$ cat src/rtl/i2c_master_arbiter.sv
// i2c_master_arbiter: round-robin arbiter and single-byte transaction
// sequencer sharing one I2C master between NUM_REQ requesters.
// Grants the next requester after the previous owner, launches its
// command when the master is free, watches for completion with a
// watchdog and returns read data / error status to the owner.
module i2c_master_arbiter #(
    parameter int NUM_REQ        = 2,
    parameter int TIMEOUT_CYCLES = 4096
) (
    input  logic                   clk,
    input  logic                   rst_n,
    input  logic [NUM_REQ-1:0]     req,
    input  logic [NUM_REQ-1:0]     req_rw,
    input  logic [7*NUM_REQ-1:0]   req_addr,
    input  logic [8*NUM_REQ-1:0]   req_wdata,
    output logic [NUM_REQ-1:0]     gnt,
    output logic [NUM_REQ-1:0]     rsp_valid,
    output logic [7:0]             rsp_rdata,
    output logic [1:0]             rsp_err,
    output logic                   m_start_txn,
    output logic                   m_rw,
    output logic [6:0]             m_sub_addr,
    output logic [7:0]             m_data_in,
    output logic                   m_data_valid,
    input  logic                   m_busy,
    input  logic                   m_done,
    input  logic                   m_ack_error,
    input  logic [7:0]             m_data_out
);

    localparam int IDX_W = $clog2(NUM_REQ);
    localparam int CNT_W = $clog2(TIMEOUT_CYCLES);
    localparam logic [IDX_W-1:0] LAST_RST = IDX_W'(NUM_REQ - 1);
    localparam logic [CNT_W-1:0] CNT_LAST = CNT_W'(TIMEOUT_CYCLES - 1);
    localparam logic [NUM_REQ-1:0] ONE_HOT0 = {{(NUM_REQ-1){1'b0}}, 1'b1};

    typedef enum logic [1:0] {
        ST_IDLE    = 2'd0,
        ST_LAUNCH  = 2'd1,
        ST_WAIT    = 2'd2,
        ST_RESPOND = 2'd3
    } state_t;

    state_t               state_r;
    state_t               state_nxt_s;
    logic [IDX_W-1:0]     sel_r;
    logic [IDX_W-1:0]     last_grant_r;
    logic [IDX_W-1:0]     pick_s;
    logic [NUM_REQ-1:0]   gnt_r;
    logic [NUM_REQ-1:0]   rsp_valid_r;
    logic [7:0]           rsp_rdata_r;
    logic [1:0]           rsp_err_r;
    logic                 m_rw_r;
    logic [6:0]           m_sub_addr_r;
    logic [7:0]           m_data_in_r;
    logic [CNT_W-1:0]     cnt_r;
    logic                 any_req_s;
    logic                 timeout_s;
    logic                 launch_s;
    logic                 pick_rw_s;
    logic [6:0]           pick_addr_s;
    logic [7:0]           pick_wdata_s;
    logic [NUM_REQ-1:0]   pick_onehot_s;
    logic [NUM_REQ-1:0]   sel_onehot_s;

    // First requester found scanning upward from the one after the last owner.
    function automatic logic [IDX_W-1:0] rr_pick(input logic [NUM_REQ-1:0] r,
                                                 input logic [IDX_W-1:0] last);
        logic [IDX_W-1:0] pick;
        logic             found;
        int               idx;
        pick  = last;
        found = 1'b0;
        for (int off = 1; off <= NUM_REQ; off++) begin
            idx = (int'(last) + off) % NUM_REQ;
            if (!found && r[idx]) begin
                pick  = IDX_W'(idx);
                found = 1'b1;
            end else begin
                found = found;
            end
        end
        return pick;
    endfunction

    // Arbitration choice and the request fields belonging to it.
    always_comb begin
        any_req_s     = |req;
        pick_s        = rr_pick(req, last_grant_r);
        pick_rw_s     = req_rw[pick_s];
        pick_addr_s   = req_addr[int'(pick_s)*7 +: 7];
        pick_wdata_s  = req_wdata[int'(pick_s)*8 +: 8];
        pick_onehot_s = ONE_HOT0 << pick_s;
        sel_onehot_s  = ONE_HOT0 << sel_r;
        timeout_s     = (cnt_r == CNT_LAST);
    end

    // Sequencer state register.
    always_ff @(posedge clk or negedge rst_n) begin
        if (!rst_n) begin
            state_r <= ST_IDLE;
        end else begin
            state_r <= state_nxt_s;
        end
    end

    // Next-state logic and the single-cycle launch strobes; the launch has to
    // follow the live m_busy so the command goes out in the very cycle the
    // master frees up.
    always_comb begin
        state_nxt_s  = state_r;
        launch_s     = 1'b0;
        m_start_txn  = 1'b0;
        m_data_valid = 1'b0;
        case (state_r)
            ST_IDLE: begin
                if (any_req_s) begin
                    state_nxt_s = ST_LAUNCH;
                end else begin
                    state_nxt_s = ST_IDLE;
                end
            end
            ST_LAUNCH: begin
                if (!m_busy) begin
                    launch_s     = 1'b1;
                    m_start_txn  = 1'b1;
                    m_data_valid = !m_rw_r;
                    state_nxt_s  = ST_WAIT;
                end else begin
                    state_nxt_s = ST_LAUNCH;
                end
            end
            ST_WAIT: begin
                if (m_done || timeout_s) begin
                    state_nxt_s = ST_RESPOND;
                end else begin
                    state_nxt_s = ST_WAIT;
                end
            end
            ST_RESPOND: begin
                state_nxt_s = ST_IDLE;
            end
            default: begin
                state_nxt_s = ST_IDLE;
            end
        endcase
    end

    // Grant, command fields, watchdog counter and response capture.
    always_ff @(posedge clk or negedge rst_n) begin
        if (!rst_n) begin
            sel_r        <= '0;
            last_grant_r <= LAST_RST;
            gnt_r        <= '0;
            rsp_valid_r  <= '0;
            rsp_rdata_r  <= 8'h00;
            rsp_err_r    <= 2'b00;
            m_rw_r       <= 1'b0;
            m_sub_addr_r <= 7'h00;
            m_data_in_r  <= 8'h00;
            cnt_r        <= '0;
        end else begin
            rsp_valid_r <= '0;
            case (state_r)
                ST_IDLE: begin
                    if (any_req_s) begin
                        sel_r        <= pick_s;
                        gnt_r        <= pick_onehot_s;
                        m_rw_r       <= pick_rw_s;
                        m_sub_addr_r <= pick_addr_s;
                        m_data_in_r  <= pick_wdata_s;
                    end else begin
                        gnt_r <= '0;
                    end
                end
                ST_LAUNCH: begin
                    if (launch_s) begin
                        cnt_r <= '0;
                    end else begin
                        cnt_r <= cnt_r;
                    end
                end
                ST_WAIT: begin
                    if (m_done) begin
                        // Completion takes priority over a coincident timeout.
                        rsp_rdata_r <= m_rw_r ? m_data_out : 8'h00;
                        rsp_err_r   <= {1'b0, m_ack_error};
                        rsp_valid_r <= sel_onehot_s;
                    end else if (timeout_s) begin
                        rsp_rdata_r <= 8'h00;
                        rsp_err_r   <= 2'b10;
                        rsp_valid_r <= sel_onehot_s;
                    end else begin
                        cnt_r <= cnt_r + CNT_W'(1);
                    end
                end
                ST_RESPOND: begin
                    last_grant_r <= sel_r;
                    gnt_r        <= '0;
                end
                default: begin
                    gnt_r <= '0;
                end
            endcase
        end
    end

    assign gnt        = gnt_r;
    assign rsp_valid  = rsp_valid_r;
    assign rsp_rdata  = rsp_rdata_r;
    assign rsp_err    = rsp_err_r;
    assign m_rw       = m_rw_r;
    assign m_sub_addr = m_sub_addr_r;
    assign m_data_in  = m_data_in_r;

endmodule

$ cat config.mk
export PLATFORM = sky130hd
export DESIGN_NAME = i2c_master_arbiter
export DESIGN_NICKNAME = d
export VERILOG_FILES = /design/src/rtl/i2c_master_arbiter.sv
export SDC_FILE = /design/constraint.sdc
export NUM_CORES = 1
export LEC_CHECK = 0
export CAP_MARGIN = 20
export CORE_MARGIN = 1
export CORE_UTILIZATION = 48
export CTS_CLUSTER_SIZE = 8
export DETAILED_ROUTE_END_ITERATION = 10
export PLACE_DENSITY = 0.94
export SLEW_MARGIN = 30
export SYNTH_ARGS = -nofsm -noshare
export SYNTH_HDL_FRONTEND = slang
export SYNTH_SLANG_ARGS = --single-unit
export TNS_END_PERCENT = 50
$ cat constraint.sdc
create_clock -name clk -period 3.9 [get_ports clk]
set_input_delay 0.78 -clock clk [delete_from_list [all_inputs] [get_ports clk]]
set_output_delay 0.78 -clock clk [all_outputs]
set_load 0.03 [all_outputs]
[Word level (Yosys, flattened, before mapping)]
Cells that the tools add are included.
Cells by class
  add/sub/neg operators: 3
  multipliers: 1
  magnitude comparators: 3
  eq/ne operators: 7
  shifts and indexed selects: 4
  muxes and demuxes: 33
  bitwise operators: 2
  reduce and logical (&&, ||, !) cells: 12
Operator list (number)
  two-way mux 12 bit: 3
  two-way mux 8 bit: 3
  one-hot mux 12 bit (2 select lines): 1
  two-way mux 1 bit: 17
  variable part select 16 x 5 -> 8 bit: 1
  two-way mux 2 bit: 7
  variable part select 14 x 5 -> 7 bit: 1
  adder 12 x 1 -> 12 bit (second input constant): 1
  equality test 12 bit (second input constant): 1
  one-hot mux 2 bit (4 select lines): 1
  < comparator 2 x 3 -> 1 bit (second input constant): 2
  != test 2 bit (second input constant): 3
  nonzero test 2 bit: 3
  equality test 2 bit (second input constant): 2
  multiplier 1 x 3 -> 4 bit (second input constant): 1
  one-hot mux 2 bit (2 select lines): 1
  AND reduction 2 bit: 2
  AND reduction 4 bit: 1
  left shift 1 x 1 -> 2 bit (first input constant): 2
  adder 1 bit (second input constant): 2
  bitwise AND 1 bit (first input constant): 2
  equality test 2 x 1 -> 1 bit (second input constant): 1
  logical NOT 1 bit: 2
  logical NOT 2 bit: 1
  4 further kinds: 4
Storage, ports and cells
  register bits after elaboration: 46
  input bits: 47
  output and inout bits: 32
  word-level logic and storage cells: 76

[Longest topological paths before layout]
Gate-level depths: netlist of the first run.
  depth in word-level cells: 12
  gate-level depth with buffers: 7
  mapped depth without buffers: 6

[Worst setup path before layout of the first run]
No wires, ideal clock.
  kind: input -> output
  start point: input port m_busy
  end point: output port m_data_valid
  arrival: 1.814 ns
  required time: 3.120 ns
  path slack: 1.306 ns
  stages on the path: 2
  buffers on the path: 0
  cell sequence: nor2b_1 > nor2b_1
On the way
  cells in the longest elaborated chain, start to end: 2
Ends and longest elaborated chain
  start, declared: RTL line 25  | input logic m_busy,
  two-way mux 1 bit: RTL line 124  | if (!m_busy) begin
  two-way mux 1 bit: RTL line 115  | case (state_r)
  end, declared: RTL line 24  | output logic m_data_valid,
No other way between the ends.

[Worst setup path in the final report of the first run]
Same ends and word-level chain as after synthesis.

==> results of run 1 <==
## cells by family (layout without fill, tap and decap cells)
logic type / count (synthesis) / count (layout)
buf+inv: 16 / 95
flops: 46 / 46
simple gates: 67 / 67
mux: 19 / 19
compound gates: 56 / 56
fa+ha+maj: 6 / 6
## routing by layer
layer,share of wire (%),global-route usage [%],wire [um],up-vias
li1,-,-,-,915
met1,40,25.17,1921,877
met2,50,34.94,2374,67
met3,8.9,9.448,424,6
met4,1.4,7.333,65,0
met5,0,0,0,-
## stage by stage
stage / std cells / cell area, um2 / worst slack (ps)
after floorplan: 210 / 2207 / 1306
after global placement: 333 / 3028 / 904.3
after detailed placement: 333 / 3030 / 862.3
after CTS: 341 / 3118 / 854.6
after global routing: 341 / 3118 / 759.3
final: 341 / 3118 / 857.7
## power by group
group | internal, uW | switching, uW
sequential | 651 | 114
clock | 126 | 162
combinational | 477 | 623
## worst max-delay path, stage by stage
cell	delay, ps
clkdlybuf4s50_1	440
nor2b_1	210
nor2b_1	160
clkdlybuf4s50_1	680
## cells in the mapped netlist (2+ instances only)
| cell | n | area (um2) |
|---|---|---|
| inv_1 | 6 | 22.52 |
| a22o_1 | 9 | 78.83 |
| o21ai_0 | 18 | 90.09 |
| a41oi_1 | 3 | 26.28 |
| and3_1 | 3 | 18.77 |
| nor2_1 | 6 | 22.52 |
| dfrtp_1 | 45 | 1126 |
| and3_2 | 2 | 15.01 |
| ha_1 | 6 | 75.07 |
| mux2i_1 | 18 | 180.2 |
| nor2b_1 | 4 | 25.02 |
| a21oi_1 | 2 | 10.01 |
| nand2b_1 | 3 | 18.77 |
| a31oi_1 | 12 | 75.07 |
| buf_2 | 3 | 15.01 |
| o21ai_1 | 5 | 25.02 |
| nor3_1 | 3 | 15.01 |
| clkbuf_1 | 5 | 18.77 |
| nand2_1 | 33 | 123.9 |
| nand3_1 | 4 | 20.02 |
| o41ai_1 | 2 | 17.52 |
## final cells by class
type | count | area (um2) | share of cell area (%)
clock inverter | 3 | 18.77 | 0.6019
clock buffer | 5 | 68.82 | 2.207
multi-input combinational | 148 | 989.7 | 31.74
tap | 52 | 65.06 | 2.087
inverter | 6 | 22.52 | 0.7223
timing repair buffer | 81 | 800.8 | 25.68
sequential | 46 | 1152 | 36.96
## registers in the layout, indices dropped and copies added (netlist names), named ones only
register / cells
sel_r: 1
gnt: 2
rsp_valid: 2
state_r: 1
m_data_in: 8
rsp_err: 2
last_grant_r: 1
m_sub_addr: 7
cnt_r: 12
rsp_rdata: 8
m_rw: 1
## worst paths after layout
path / slack, ps / cells after the start / start / endpoint
setup / recovery: 860 / 4 / m_busy / m_data_valid
max in group asynchronous: 3060 / 1 / rst_n / cnt_r[5]$_DFFE_PN0P_
hold / removal: 460 / 1 / rst_n / m_data_in[1]$_DFFE_PN0P_
setup reg to reg: 1490 / 6 / state_r[0]$_DFF_PN0_ / cnt_r[5]$_DFFE_PN0P_
min in group clk: 470 / 1 / sel_r$_DFFE_PN0P_ / rsp_valid[0]$_DFF_PN0_
hold reg to reg: 470 / 1 / sel_r$_DFFE_PN0P_ / rsp_valid[0]$_DFF_PN0_
==> metrics, run 1 <==
post-synthesis cell count=210; Worst Max-Slew Pin Slew=815.9 ps; EDFF count, synth=0; hold_buf cts=0; Initial DRT Pass Iterations=4; Syn Area/Cell=~11 um2; final WL=about 4800 um; Clock Skew=around 14 ps; fraction of the mapped netlist area in adder cells=between 3 and 4%; crit start category=input pin; fin nets=341; CTS tree=yes; DR iter-0 viols=181; sequential area share after synthesis=52.21%; Ys Warns=0; Synth Net Count=263; clock slew seen by the registers of the worst setup and hold paths=90 ps; CP Capture Type=primary output; fill count=310; Die ar.=around 5000 um2; Initial Utilization=50.34%; Final Util=about 71%; Core Region=4384 um2; wire per inst=14.04 um; Pins Over Slew Limit=0; vias=1,865; Setup TNS=0 ps; setup repair bufs after CTS=0; input/output buffers=78; Worst Path Required=3120 ps; complex-gate fraction of the synthesized area=16.61%; CTS root buf=clkbuf_8; Die W=69.81 um; post-synthesis simple-gate area fraction=roughly 16%; initial antenna violation count=0; DP Wirelength=3613 um; status=complete, no violations; vias in the first global route=1,799; HP Class=in2async; worst-path fanout max=3; clock tree buffer depth=2; post-synthesis xor/xnor area fraction=0%; clk_lat worst skew=300 ps; RSZ-0062 raised after global routing=no; Antenna diodes=0; commonest non-fill, non-tap cells in the layout=clkdlybuf4s50_1 (77), dfrtp_1 (45), nand2_1 (33), o21ai_0 (18), mux2i_1 (18); most common cell after layout, fill and taps aside=clkdlybuf4s50_1; Clock Sinks=46; static leakage=approximately 0.0014 uW; Min Hold Slack=459.8 ps; Critical Path AT=2260 ps; FP Rows=24; first-pass GRT wire length=8211 um; mux contribution to synthesized area=8.673%; mapped cell area=2207 um2; Seq cells post-synth=46; Final period util=78.01%; Tot Pwr=2153 uW; largest family of logic cells by synthesized area=compound AO/OA/AOI/OAI gates; Die Ht=69.81 um; critical path class=in2out; DR DRC count=0; VDD IR max=0.4212 mV; H-Tree Level Count=2; Pwr per Cell Area=690.5 nW/um2; Layout area overhead=41.27%; asr flop ratio synth=100.0%; via-per-instance ratio=5.469; main flop type after synthesis=dfrtp_1; final number of setup-violating endpoints=0; RePlAce Congestion=~0.8; number of distinct library cells after synthesis=39; final hold viol count=0; relative slew slack=45.40%; CTS buffer count=5; min Tclk post-route=3042 ps; antenna viol nets, final=0; largest net degree at the start of global routing=47; grt ovf=0; achievable frequency=0.3287 GHz; global-route usage over all layers=roughly 21%; # IOs=79; CTS resizes=0; share of layout cells above drive strength 1=under 10%; # Max-Cap Violations=0
No activity file was read; power rests on OpenSTA's default activity.
==> run 2, diff against run 1 <==
--- a/config.mk
+++ b/config.mk
@@ -7,10 +7,10 @@
 export LEC_CHECK = 0
 export CAP_MARGIN = 20
 export CORE_MARGIN = 1
-export CORE_UTILIZATION = 48
+export CORE_UTILIZATION = 45
 export CTS_CLUSTER_SIZE = 8
 export DETAILED_ROUTE_END_ITERATION = 10
-export PLACE_DENSITY = 0.94
+export PLACE_DENSITY = 0.89
 export SLEW_MARGIN = 30
 export SYNTH_ARGS = -nofsm -noshare
 export SYNTH_HDL_FRONTEND = slang
==> constraint.sdc (replaced) <==
create_clock -name clk -period 3.1 [get_ports clk]
set_input_delay 0.62 -clock clk [delete_from_list [all_inputs] [get_ports clk]]
set_output_delay 0.62 -clock clk [all_outputs]
set_load 0.03 [all_outputs]
==> metrics, run 2 (synthesis results as in run 1) <==
Flop pwr share=34.5%; clock tree buffer depth=2; max incr delay on CP=670 ps; dpl ws=357.2 ps; RSZ-0062 raised after global routing=no; Antenna diodes=0; CTS tree=yes; CTS buffer count=5; # IOs=79; hold_buf cts=0; Pins Over Slew Limit=0; status=complete, no violations; CTS root buf=clkbuf_8; Initial DRT Pass Iterations=4; final hold viol count=0; P_int=roughly 1700 uW; Min Hold Slack=304.3 ps; fin nets=340; Clock Sinks=46; DP Wirelength=roughly 3800 um; initial antenna violation count=0; HP Class=in2async; CP Capture Type=primary output; share of layout cells above drive strength 1=6.944%; static leakage=0.001377 uW; vias in the first global route=around 1,900; grt ovf=0; Largest Register=cnt_r; slowest library cell on the worst path=clkdlybuf4s50_1; design area=3157 um2; Net Sw Power=1140 uW; Setup TNS=0 ps; min Tclk post-route=2720 ps; input/output buffers=78; setup repair bufs after CTS=0; antenna viol nets, final=0; relative slew slack=roughly 45%; achievable frequency=0.3677 GHz; most common cell after layout, fill and taps aside=clkdlybuf4s50_1; first-pass GRT wire length=8797 um; CP Cell Sequence=clkdlybuf4s50_1 -> nor2b_1 -> nor2b_1 -> clkdlybuf4s50_1; DR iter-0 viols=96; combinational power share=49.6%; H-Tree Level Count=2; clk_lat worst skew=roughly 310 ps; Final Util=66.83%; critical path class=in2out; Clock Skew=8.300 ps; Placed Area=3047 um2; final WL=5128 um; Worst path top cell family by delay=buffers and inverters; Clk pwr share=between 10% and 20%; switching share of total power=40.85%; WP buf/inv=2; FP Rows=25; Die ar.=5189 um2; global-route usage over all layers=22.32%; Core Region=4723 um2; Critical Path AT=2100 ps; max reg flops=12; Die Ht=72.04 um; Layout area overhead=43.03%; # Max-Cap Violations=0; Pwr per Cell Area=approximately 880 nW/um2; DR DRC count=0; clock slew seen by the registers of the worst setup and hold paths=about 80 ps; final number of setup-violating endpoints=0; Worst Slack Setup Final=380.4 ps; Worst Path Required=2480 ps; via-per-instance ratio=5.256; Worst Max-Slew Pin Slew=820.8 ps; largest net degree at the start of global routing=47; RePlAce Congestion=0.7929; Die W=72.04 um; vias=1,866; Initial Utilization=46.73%; crit start category=input pin; VDD IR max=0.4652 mV; Final period util=87.73%; worst-path fanout max=3; CTS resizes=0; commonest non-fill, non-tap cells in the layout=clkdlybuf4s50_1 (77), dfrtp_1 (45), nand2_1 (33), o21ai_0 (18), mux2i_1 (18); wire per inst=14.45 um
==> run 2: power by group through the flow <==
stage	Sequential (uW)	Combinational (uW)	Clock (uW)
2_1_floorplan	1310	480	0
6_report	963	1380	443
3_3_place_gp	966	1360	0
5_1_grt	993	1500	479
3_5_place_dp	974	1390	0
4_1_cts	964	1400	450
==> run 2: path summary, 6_finish.rpt <==
path / startpoint / depth (start not counted) / end / slack [ps]
worst min register to register: m_sub_addr[1]$_DFFE_PN0P_ / 2 / m_sub_addr[1]$_DFFE_PN0P_ / 480
worst max-delay path: m_busy / 4 / m_data_valid / 380
worst max register to register: state_r[0]$_DFF_PN0_ / 6 / cnt_r[7]$_DFFE_PN0P_ / 730
max in group asynchronous: rst_n / 1 / rsp_rdata[4]$_DFFE_PN0P_ / 2410
worst min-delay path: rst_n / 1 / cnt_r[6]$_DFFE_PN0P_ / 300
min in group clk: m_sub_addr[1]$_DFFE_PN0P_ / 2 / m_sub_addr[1]$_DFFE_PN0P_ / 480
==> run 2: final cells by class <==
cell class / count / area (um2)
sequential: 46 / 1152
inverter: 6 / 22.52
multi-input combinational: 148 / 994.7
clock buffer: 6 / 72.57
clock inverter: 2 / 37.54
timing repair buffer: 80 / 793.3
tap: 67 / 83.83
fill: 343 / 1567
==> run 2: metrics by stage <==
| stage | power [uW] | cells |
|---|---|---|
| floorplan | 1786 | 210 |
| global placement | 2328 | 347 |
| detailed placement | 2366 | 347 |
| CTS | 2811 | 355 |
| global route | 2967 | 355 |
| finish | 2790 | 355 |
==> run 2: metal layers <==
metal	share of wire, %	global-route usage (%)	vias to the layer above
met2	48	37.00	73
met5	0	0	-
met1	41	25.37	870
met3	9.9	10.28	7
met4	1.6	8.279	0
li1	-	-	916
